### src/rtl/bcd_incr_scheduler_if.sv
// Requester, completion and incrementor-side signals of the BCD incrementor scheduler.
// slave = the scheduler; master = the requesters plus the incrementor data path.
interface bcd_incr_scheduler_if;
    logic        req_a;
    logic        req_b;
    logic        clr_req;
    logic [15:0] cnt_data;
    logic        cnt_incr;
    logic        cnt_reset;
    logic        ack_a;
    logic        ack_b;
    logic        clr_ack;
    logic [15:0] snap;
    logic        wrap;
    logic        busy;

    modport slave (
        input  req_a, req_b, clr_req, cnt_data,
        output cnt_incr, cnt_reset, ack_a, ack_b, clr_ack, snap, wrap, busy
    );

    modport master (
        output req_a, req_b, clr_req, cnt_data,
        input  cnt_incr, cnt_reset, ack_a, ack_b, clr_ack, snap, wrap, busy
    );
endinterface

### src/rtl/bcd_incr_scheduler.sv
// Shares one BCD incrementor between two round-robin increment channels and a priority clear.
// Ack 2+SETTLE_CYCLES edges after the request is sampled; requests are levels held until their ack.
module bcd_incr_scheduler #(
    parameter int unsigned SETTLE_CYCLES = 1
) (
    input  logic                 clk,
    input  logic                 reset,
    bcd_incr_scheduler_if.slave  bus
);
    typedef enum logic [2:0] {
        IDLE,
        STROBE_INC,
        STROBE_CLR,
        SETTLE,
        DONE
    } state_t;

    localparam logic [3:0] SETTLE_LOAD = 4'(SETTLE_CYCLES - 1);

    state_t     state;
    state_t     state_nxt;
    logic [3:0] settle_cnt;
    logic [3:0] settle_cnt_nxt;
    logic       grant_b;
    logic       grant_b_nxt;
    logic       op_clr;
    logic       op_clr_nxt;
    logic       rr_ptr_b;
    logic       done_entry;

    always_ff @(posedge clk or posedge reset) begin
        if (reset) begin
            state      <= IDLE;
            settle_cnt <= 4'd0;
            grant_b    <= 1'b0;
            op_clr     <= 1'b0;
        end else begin
            state      <= state_nxt;
            settle_cnt <= settle_cnt_nxt;
            grant_b    <= grant_b_nxt;
            op_clr     <= op_clr_nxt;
        end
    end

    always_comb begin
        state_nxt      = state;
        settle_cnt_nxt = settle_cnt;
        grant_b_nxt    = grant_b;
        op_clr_nxt     = op_clr;
        case (state)
            IDLE: begin
                if (bus.clr_req) begin
                    state_nxt  = STROBE_CLR;
                    op_clr_nxt = 1'b1;
                end else if (bus.req_a || bus.req_b) begin
                    state_nxt   = STROBE_INC;
                    op_clr_nxt  = 1'b0;
                    // B wins when it asks alone, or on a tie when the pointer favours it
                    grant_b_nxt = bus.req_b && (!bus.req_a || rr_ptr_b);
                end
            end
            STROBE_INC, STROBE_CLR: begin
                state_nxt      = SETTLE;
                settle_cnt_nxt = SETTLE_LOAD;
            end
            SETTLE: begin
                if (settle_cnt == 4'd0) begin
                    state_nxt = DONE;
                end else begin
                    settle_cnt_nxt = settle_cnt - 4'd1;
                end
            end
            DONE: begin
                state_nxt = IDLE;
            end
            default: begin
                state_nxt = IDLE;
            end
        endcase
    end

    assign done_entry = (state == SETTLE) && (settle_cnt == 4'd0);

    // Outputs are decoded from the next state so they line up with the state they describe.
    always_ff @(posedge clk or posedge reset) begin
        if (reset) begin
            bus.cnt_incr  <= 1'b0;
            bus.cnt_reset <= 1'b1;
            bus.ack_a     <= 1'b0;
            bus.ack_b     <= 1'b0;
            bus.clr_ack   <= 1'b0;
            bus.snap      <= 16'h0000;
            bus.wrap      <= 1'b0;
            bus.busy      <= 1'b0;
            rr_ptr_b      <= 1'b0;
        end else begin
            bus.cnt_incr  <= (state_nxt == STROBE_INC);
            bus.cnt_reset <= (state_nxt == STROBE_CLR);
            bus.busy      <= (state_nxt != IDLE);
            bus.ack_a     <= done_entry && !op_clr && !grant_b;
            bus.ack_b     <= done_entry && !op_clr && grant_b;
            bus.clr_ack   <= done_entry && op_clr;
            bus.wrap      <= done_entry && !op_clr && (bus.cnt_data == 16'h0000);
            if (done_entry) begin
                bus.snap <= bus.cnt_data;
                if (!op_clr) begin
                    rr_ptr_b <= !grant_b;
                end
            end
        end
    end
endmodule

### src/flat_wrapper.sv
// flat-port wrapper written by rule: the top's interface ports become plain ports
module bcd_incr_scheduler_flat 
#(
    parameter int unsigned SETTLE_CYCLES = 1
)
  (clk, reset, bus_req_a, bus_req_b, bus_clr_req, bus_cnt_data, bus_cnt_incr, bus_cnt_reset, bus_ack_a, bus_ack_b, bus_clr_ack, bus_snap, bus_wrap, bus_busy);
  bcd_incr_scheduler_if bus_i ();
  input  logic clk;
  input  logic reset;
  input wire logic [$bits(bus_i.req_a)-1:0] bus_req_a;
  input wire logic [$bits(bus_i.req_b)-1:0] bus_req_b;
  input wire logic [$bits(bus_i.clr_req)-1:0] bus_clr_req;
  input wire logic [$bits(bus_i.cnt_data)-1:0] bus_cnt_data;
  output wire logic [$bits(bus_i.cnt_incr)-1:0] bus_cnt_incr;
  output wire logic [$bits(bus_i.cnt_reset)-1:0] bus_cnt_reset;
  output wire logic [$bits(bus_i.ack_a)-1:0] bus_ack_a;
  output wire logic [$bits(bus_i.ack_b)-1:0] bus_ack_b;
  output wire logic [$bits(bus_i.clr_ack)-1:0] bus_clr_ack;
  output wire logic [$bits(bus_i.snap)-1:0] bus_snap;
  output wire logic [$bits(bus_i.wrap)-1:0] bus_wrap;
  output wire logic [$bits(bus_i.busy)-1:0] bus_busy;
  assign bus_i.req_a = bus_req_a;
  assign bus_i.req_b = bus_req_b;
  assign bus_i.clr_req = bus_clr_req;
  assign bus_i.cnt_data = bus_cnt_data;
  assign bus_cnt_incr = bus_i.cnt_incr;
  assign bus_cnt_reset = bus_i.cnt_reset;
  assign bus_ack_a = bus_i.ack_a;
  assign bus_ack_b = bus_i.ack_b;
  assign bus_clr_ack = bus_i.clr_ack;
  assign bus_snap = bus_i.snap;
  assign bus_wrap = bus_i.wrap;
  assign bus_busy = bus_i.busy;
  bcd_incr_scheduler #(.SETTLE_CYCLES(SETTLE_CYCLES)) u_core (.clk(clk), .reset(reset), .bus(bus_i));
endmodule
### config.mk
export PLATFORM = sky130hd
export DESIGN_NAME = bcd_incr_scheduler_flat
export DESIGN_NICKNAME = d
export VERILOG_FILES = /design/src/rtl/bcd_incr_scheduler_if.sv /design/src/rtl/bcd_incr_scheduler.sv /design/src/flat_wrapper.sv
export SDC_FILE = /design/constraint.sdc
export NUM_CORES = 1
export LEC_CHECK = 0
export CAP_MARGIN = 10
export CORE_ASPECT_RATIO = 1.5
export CORE_MARGIN = 8
export CORE_UTILIZATION = 28
export DETAILED_ROUTE_END_ITERATION = 10
export PLACE_DENSITY_LB_ADDON = 0.12
export SYNTH_ARGS = -nofsm -noshare
export SYNTH_HDL_FRONTEND = slang
export SYNTH_SLANG_ARGS = --single-unit
### constraint.sdc
create_clock -name clk -period 2.1 [get_ports clk]
set_input_delay 0.42 -clock clk [delete_from_list [all_inputs] [get_ports clk]]
set_output_delay 0.42 -clock clk [all_outputs]
set_load 0.05 [all_outputs]
# --- After elaboration in Yosys (flattened, before gate mapping) ---
# Index checks and enable logic that the tools add are counted.
# Widths: inputs -> output; s select.
word_totals:
  register_bits: 33
  elab_cells: 53
op_classes:
  addsub: 1
  eq_ne: 6
  muxes: 8
  bitwise_logic: 2
  reduce_logical: 23
op_table:
  columns: ["cell", "count"]
  rows:
  - ["$logic_not 16->1", 1]
  - ["$eq 3x2->1 const B", 3]
  - ["$mux 3", 3]
  - ["$pmux 3 s3", 1]
  - ["$pmux 4 s2", 1]
  - ["$logic_and 1x1->1", 7]
  - ["$eq 3x1->1 const B", 2]
  - ["$reduce_and 2->1", 3]
  - ["$logic_not 4->1", 1]
  - ["$mux 4", 1]
  - ["$reduce_bool 2->1", 2]
  - ["$sub 4x1->4 const B", 1]
  - ["$logic_not 1->1", 3]
  - ["$logic_not 3->1", 1]
  - ["$reduce_and 3->1", 1]
  - ["$reduce_bool 3->1", 1]
  - ["$logic_or 1x1->1", 2]
  - ["$mux 1", 2]
  - ["$ne 2x2->1 const B", 1]
  - ["$not 1->1", 2]
  - ["$reduce_or 2->1", 1]

# --- Longest topological paths before layout ---
depth:
  depth_word: 5
  mapped_depth: 6
  depth_no_buf: 5

# --- Worst setup path after synthesis ---
# OpenSTA, ideal clock, no wires.
synth_timing:
  path_kind: "reg2reg"
  startpoint: "reg u_core.settle_cnt[0]"
  endpoint: "reg u_core.bus.snap[0]"
  t_arrival_ps: 1396
  required_time_ps: 1975
  path_slack_ps: 579
  stages_incl_launch_ff: 7
  path_cell_list: "dfrtp_1 inv_1 ha_1 nor3b_4 nand3b_2 buf_6 mux2_4"
synth_between:
  elab_chain_len: 2
synth_lines:
  columns: ["item", "line_no", "rtl"]
  rows:
  - ["from (decl)", "bcd_incr_scheduler.sv:22", "logic [3:0] settle_cnt;"]
  - ["from (signal assigned)", "bcd_incr_scheduler.sv:39", "settle_cnt <= settle_cnt_nxt;"]
  - ["$logic_not 4->1", "bcd_incr_scheduler.sv:82", "assign done_entry = (state == SETTLE) && (settle_cnt == 4'd0);"]
  - ["$logic_and 1x1->1", "bcd_incr_scheduler.sv:82", null]
  - ["to (signal assigned)", "bcd_incr_scheduler.sv:105", "bus.snap <= bus.cnt_data;"]
  - ["to (decl)", "bcd_incr_scheduler_if.sv:19", "output cnt_incr, cnt_reset, ack_a, ack_b, clr_ack, snap, wrap, busy"]
# No other way between the ends.
# A chain may end at the register's enable or synchronous reset.

# --- Final worst setup path ---
layout_timing:
  startpoint: "reg u_core.bus.snap[10]"
  endpoint: "out bus_snap[10]"
layout_rtl:
  columns: ["item", "line_no", "rtl"]
  rows:
  - ["to (decl)", "flat_wrapper.sv:19", "output wire logic [$bits(bus_i.snap)-1:0] bus_snap;"]
# No word-level cell between the ends.

==> impl_metrics.json <==
{
  "cts_tree": "done",
  "die_h_um": 104,
  "syn_inst": 105,
  "slew_viol_final": 0,
  "post_cts_buffers": 0,
  "synth-xor-area-share_pct": 0.602,
  "critPathMaxFanout": 2,
  "synth-simple-area-share_pct": 11.3,
  "fin_ws_ns": 0.229,
  "worstPathArrival_ns": 1.45,
  "drive_above_1_share_pct": 21.9,
  "ys.warnings.count": 0,
  "end_kind": "output pin",
  "syn_to_final_growth_pct": 40.0,
  "yosys.area.top_type": "dfrtp_1",
  "slowest_stage": "clkdlybuf4s50_1",
  "start_util_pct": 28.6,
  "fp.dieArea_sq_um": 7810,
  "antenna_found_initial": 0,
  "irDropWorstVdd_uv": 596,
  "remaining_drc_errors": 0,
  "worstHoldPathType": "register to register",
  "drt.antenna.violating_nets": 0,
  "cap_violations": 0,
  "hold_viol_final": 0,
  "ys_types": 32,
  "synth_compound_area_share_pct": 5.42,
  "dp_slack_ns": 0.185,
  "first_pass_iters": 4,
  "critPathTopFamily": "buffers and inverters",
  "rows": 32,
  "crit_chain": "clkdlybuf4s50_1",
  "drt-total-wl_um": 3260,
  "final.min_clock_period_ns": 1.87,
  "synth.avg_cell_area_sq_um": 13.9,
  "place_hpwl_um": 2440,
  "critPathLaunchType": "register",
  "relSlewSlack_pct": 65.7,
  "period_share_pct": 89.1,
  "io_pins": 44,
  "port_buffers": 43,
  "grt.overflow.total": 0,
  "status": "finished, final reports clean",
  "gp_congestion": 0.745,
  "synthAdderAreaFrac_pct": 1.72,
  "setup_viol": 0,
  "worstPathBufferInverterCount": 1,
  "clk_pin_slew_ns": 0.07,
  "cts.sinks": 33,
  "crit_required_ns": 1.68,
  "track_usage_pct": 8.90,
  "worstMarginPinSlew_ns": 0.513,
  "htree_num_levels": 2,
  "hold_buffers": 0,
  "grt_pass1_vias": 1047,
  "syn_area_sq_um": 1460,
  "wl_per_cell_um": 14.6,
  "core_area_sq_um": 5080,
  "die_w_um": 74.9,
  "ys_seq_elements": 33,
  "cts_root_buf": "clkbuf_8",
  "rrSetupSlack_ns": 0.35,
  "path_class": "register to output pin",
  "synth_top_family_by_area": "multiplexers",
  "synth_top_area_share_pct": 55.0,
  "grt_max_degree": 34,
  "clock.fmax_ghz": 0.534,
  "vias": 967,
  "cts_resized": 0,
  "syn_nets": 128,
  "drt_iter0_drc": 37,
  "fin_tns_setup_ns": 0,
  "muxShareOfSynthArea_pct": 20.2,
  "rsz0062_at_grt": "false",
  "clkLatencyLatePin_ns": 0.28,
  "diodes": 0,
  "p_leak_nw": 0.924,
  "cts-buffers-inserted": 5,
  "synth_seq_area_share_pct": 56.8,
  "synthTopCellsByArea": "dfrtp_1 (55%), mux2_4 (17%), mux2_2 (2.3%)",
  "skew_ns": 0.00721,
  "layout.nets": 177,
  "pwr_density_cell_nw_per_um2": 1780,
  "clock_path_buffers": 2,
  "critPathMaxStageDelay_ns": 0.81,
  "grt_pass1_wl_um": 5330,
  "viasPerCell": 4.34
}
cells in the final DEF, fill, tap and decap left out, types with 2 or more instances in the layout:
cell and instances:
nor4_1 4, ha_1 2, clkbuf_1 2, buf_4 3, clkbuf_8 5, inv_1 8, o21bai_1 2, mux2_2 3
mux2_4 16, clkdlybuf4s50_1 42, mux2i_1 2, dfrtp_1 32, o21ai_0 3, nor3_1 4, a21oi_1 3, nor2_1 5
sequential cells by signal, summed over array words and instances, names as in the netlist:
register and count:
u_core.bus.snap 16, u_core.bus.clr_ack 1, u_core.state 3, u_core.bus.ack_a 1, u_core.op_clr 1, u_core.rr_ptr_b 1
u_core.bus.ack_b 1, u_core.bus.cnt_reset 1, u_core.settle_cnt 4, u_core.bus.busy 1, u_core.grant_b 1, u_core.bus.wrap 1
u_core.bus.cnt_incr 1
worst register-to-register path: cells and delay by family (launching register included):
kind,cells,cell delay [ns]
mux,1,0.34
buf+inv,2,0.34
fa+ha+maj,1,0.15
flops,1,0.40
simple gates,2,0.40
report_power, final:
| part | internal (mW) | leakage (nW) | total [mW] | switching [mW] |
|---|---|---|---|---|
| sequential | 0.919 | 0.397 | 1.11 | 0.194 |
| clock | 0.232 | 0.0422 | 0.444 | 0.211 |
| combinational | 0.917 | 0.484 | 2.06 | 1.14 |
logic make-up (layout without fill, tap and decap cells):
group | after synthesis | count (layout)
XOR/XNOR | 1 | 1
multiplexers | 21 | 21
flip-flops | 33 | 33
AND/OR/NAND/NOR | 25 | 25
AO/OA/AOI/OAI | 12 | 12
adder cells (fa/ha/maj) | 2 | 2
buffers and inverters | 11 | 61
per-stage QoR:
| stage | std cells | hold slack (ns) | cell area, sq um | power [mW] | utilization, % |
|---|---|---|---|---|---|
| after floorplan | 105 | 0.440 | 1460 | 2.64 | - |
| after global placement | 215 | 0.494 | 1960 | 3.18 | 38.5 |
| after detailed placement | 215 | 0.496 | 1960 | 3.20 | 38.5 |
| after CTS | 223 | 0.510 | 2040 | 3.67 | 40.1 |
| after global routing | 223 | 0.531 | 2040 | 3.84 | 40.1 |
| final | 223 | 0.494 | 2040 | 3.62 | 40.1 |
layout make-up:
type,instances,area (sq um)
fill,495,3050
clock inverter,1,5.00
timing repair buffer,45,443
sequential,33,827
inverter,8,30.0
clock buffer,7,76.3
multi-input combinational,61,571
tap,68,85.1
worst paths after layout:
check	start	to	cells past startpoint
min reg2reg	u_core.grant_b$_DFFE_PP0P_	u_core.bus.ack_a$_DFF_PP0_	1
min in group asynchronous	reset	u_core.bus.snap[2]$_DFFE_PP0N_	3
min	u_core.grant_b$_DFFE_PP0P_	u_core.bus.ack_a$_DFF_PP0_	1
max reg2reg	u_core.settle_cnt[0]$_DFFE_PP0P_	u_core.bus.snap[1]$_DFFE_PP0N_	6
max in group asynchronous	reset	u_core.bus.cnt_reset$_DFF_PP1_	3
max	u_core.bus.snap[10]$_DFFE_PP0N_	bus_snap[10]	1
synthesized netlist by cell type, drive strengths merged:
master  number
inv          8
o21bai       2
and2         2
dfrtp       32
nor2b        1
a21boi       1
ha           2
mux2        19
or2          1
nor3         4
nand3b       2
a21oi        3
a211oi       1
nand2        1
mux2i        2
nor2         5
a2111o       1
nand4        1
nor4         4
or3          1
a21o         1
buf          2
xnor2        1
clkbuf       1
nor3b        3
o21ai        3
dfstp        1
layer usage:
metal	GRT usage (%)	vias to the layer above	wire length [um]
met2	15.0	28	1630
met4	2.96	0	49
li1	-	463	-
met1	9.71	471	1330
met5	0	-	0
met3	3.28	5	256
Note: power is estimated with default switching activity, not from simulation.
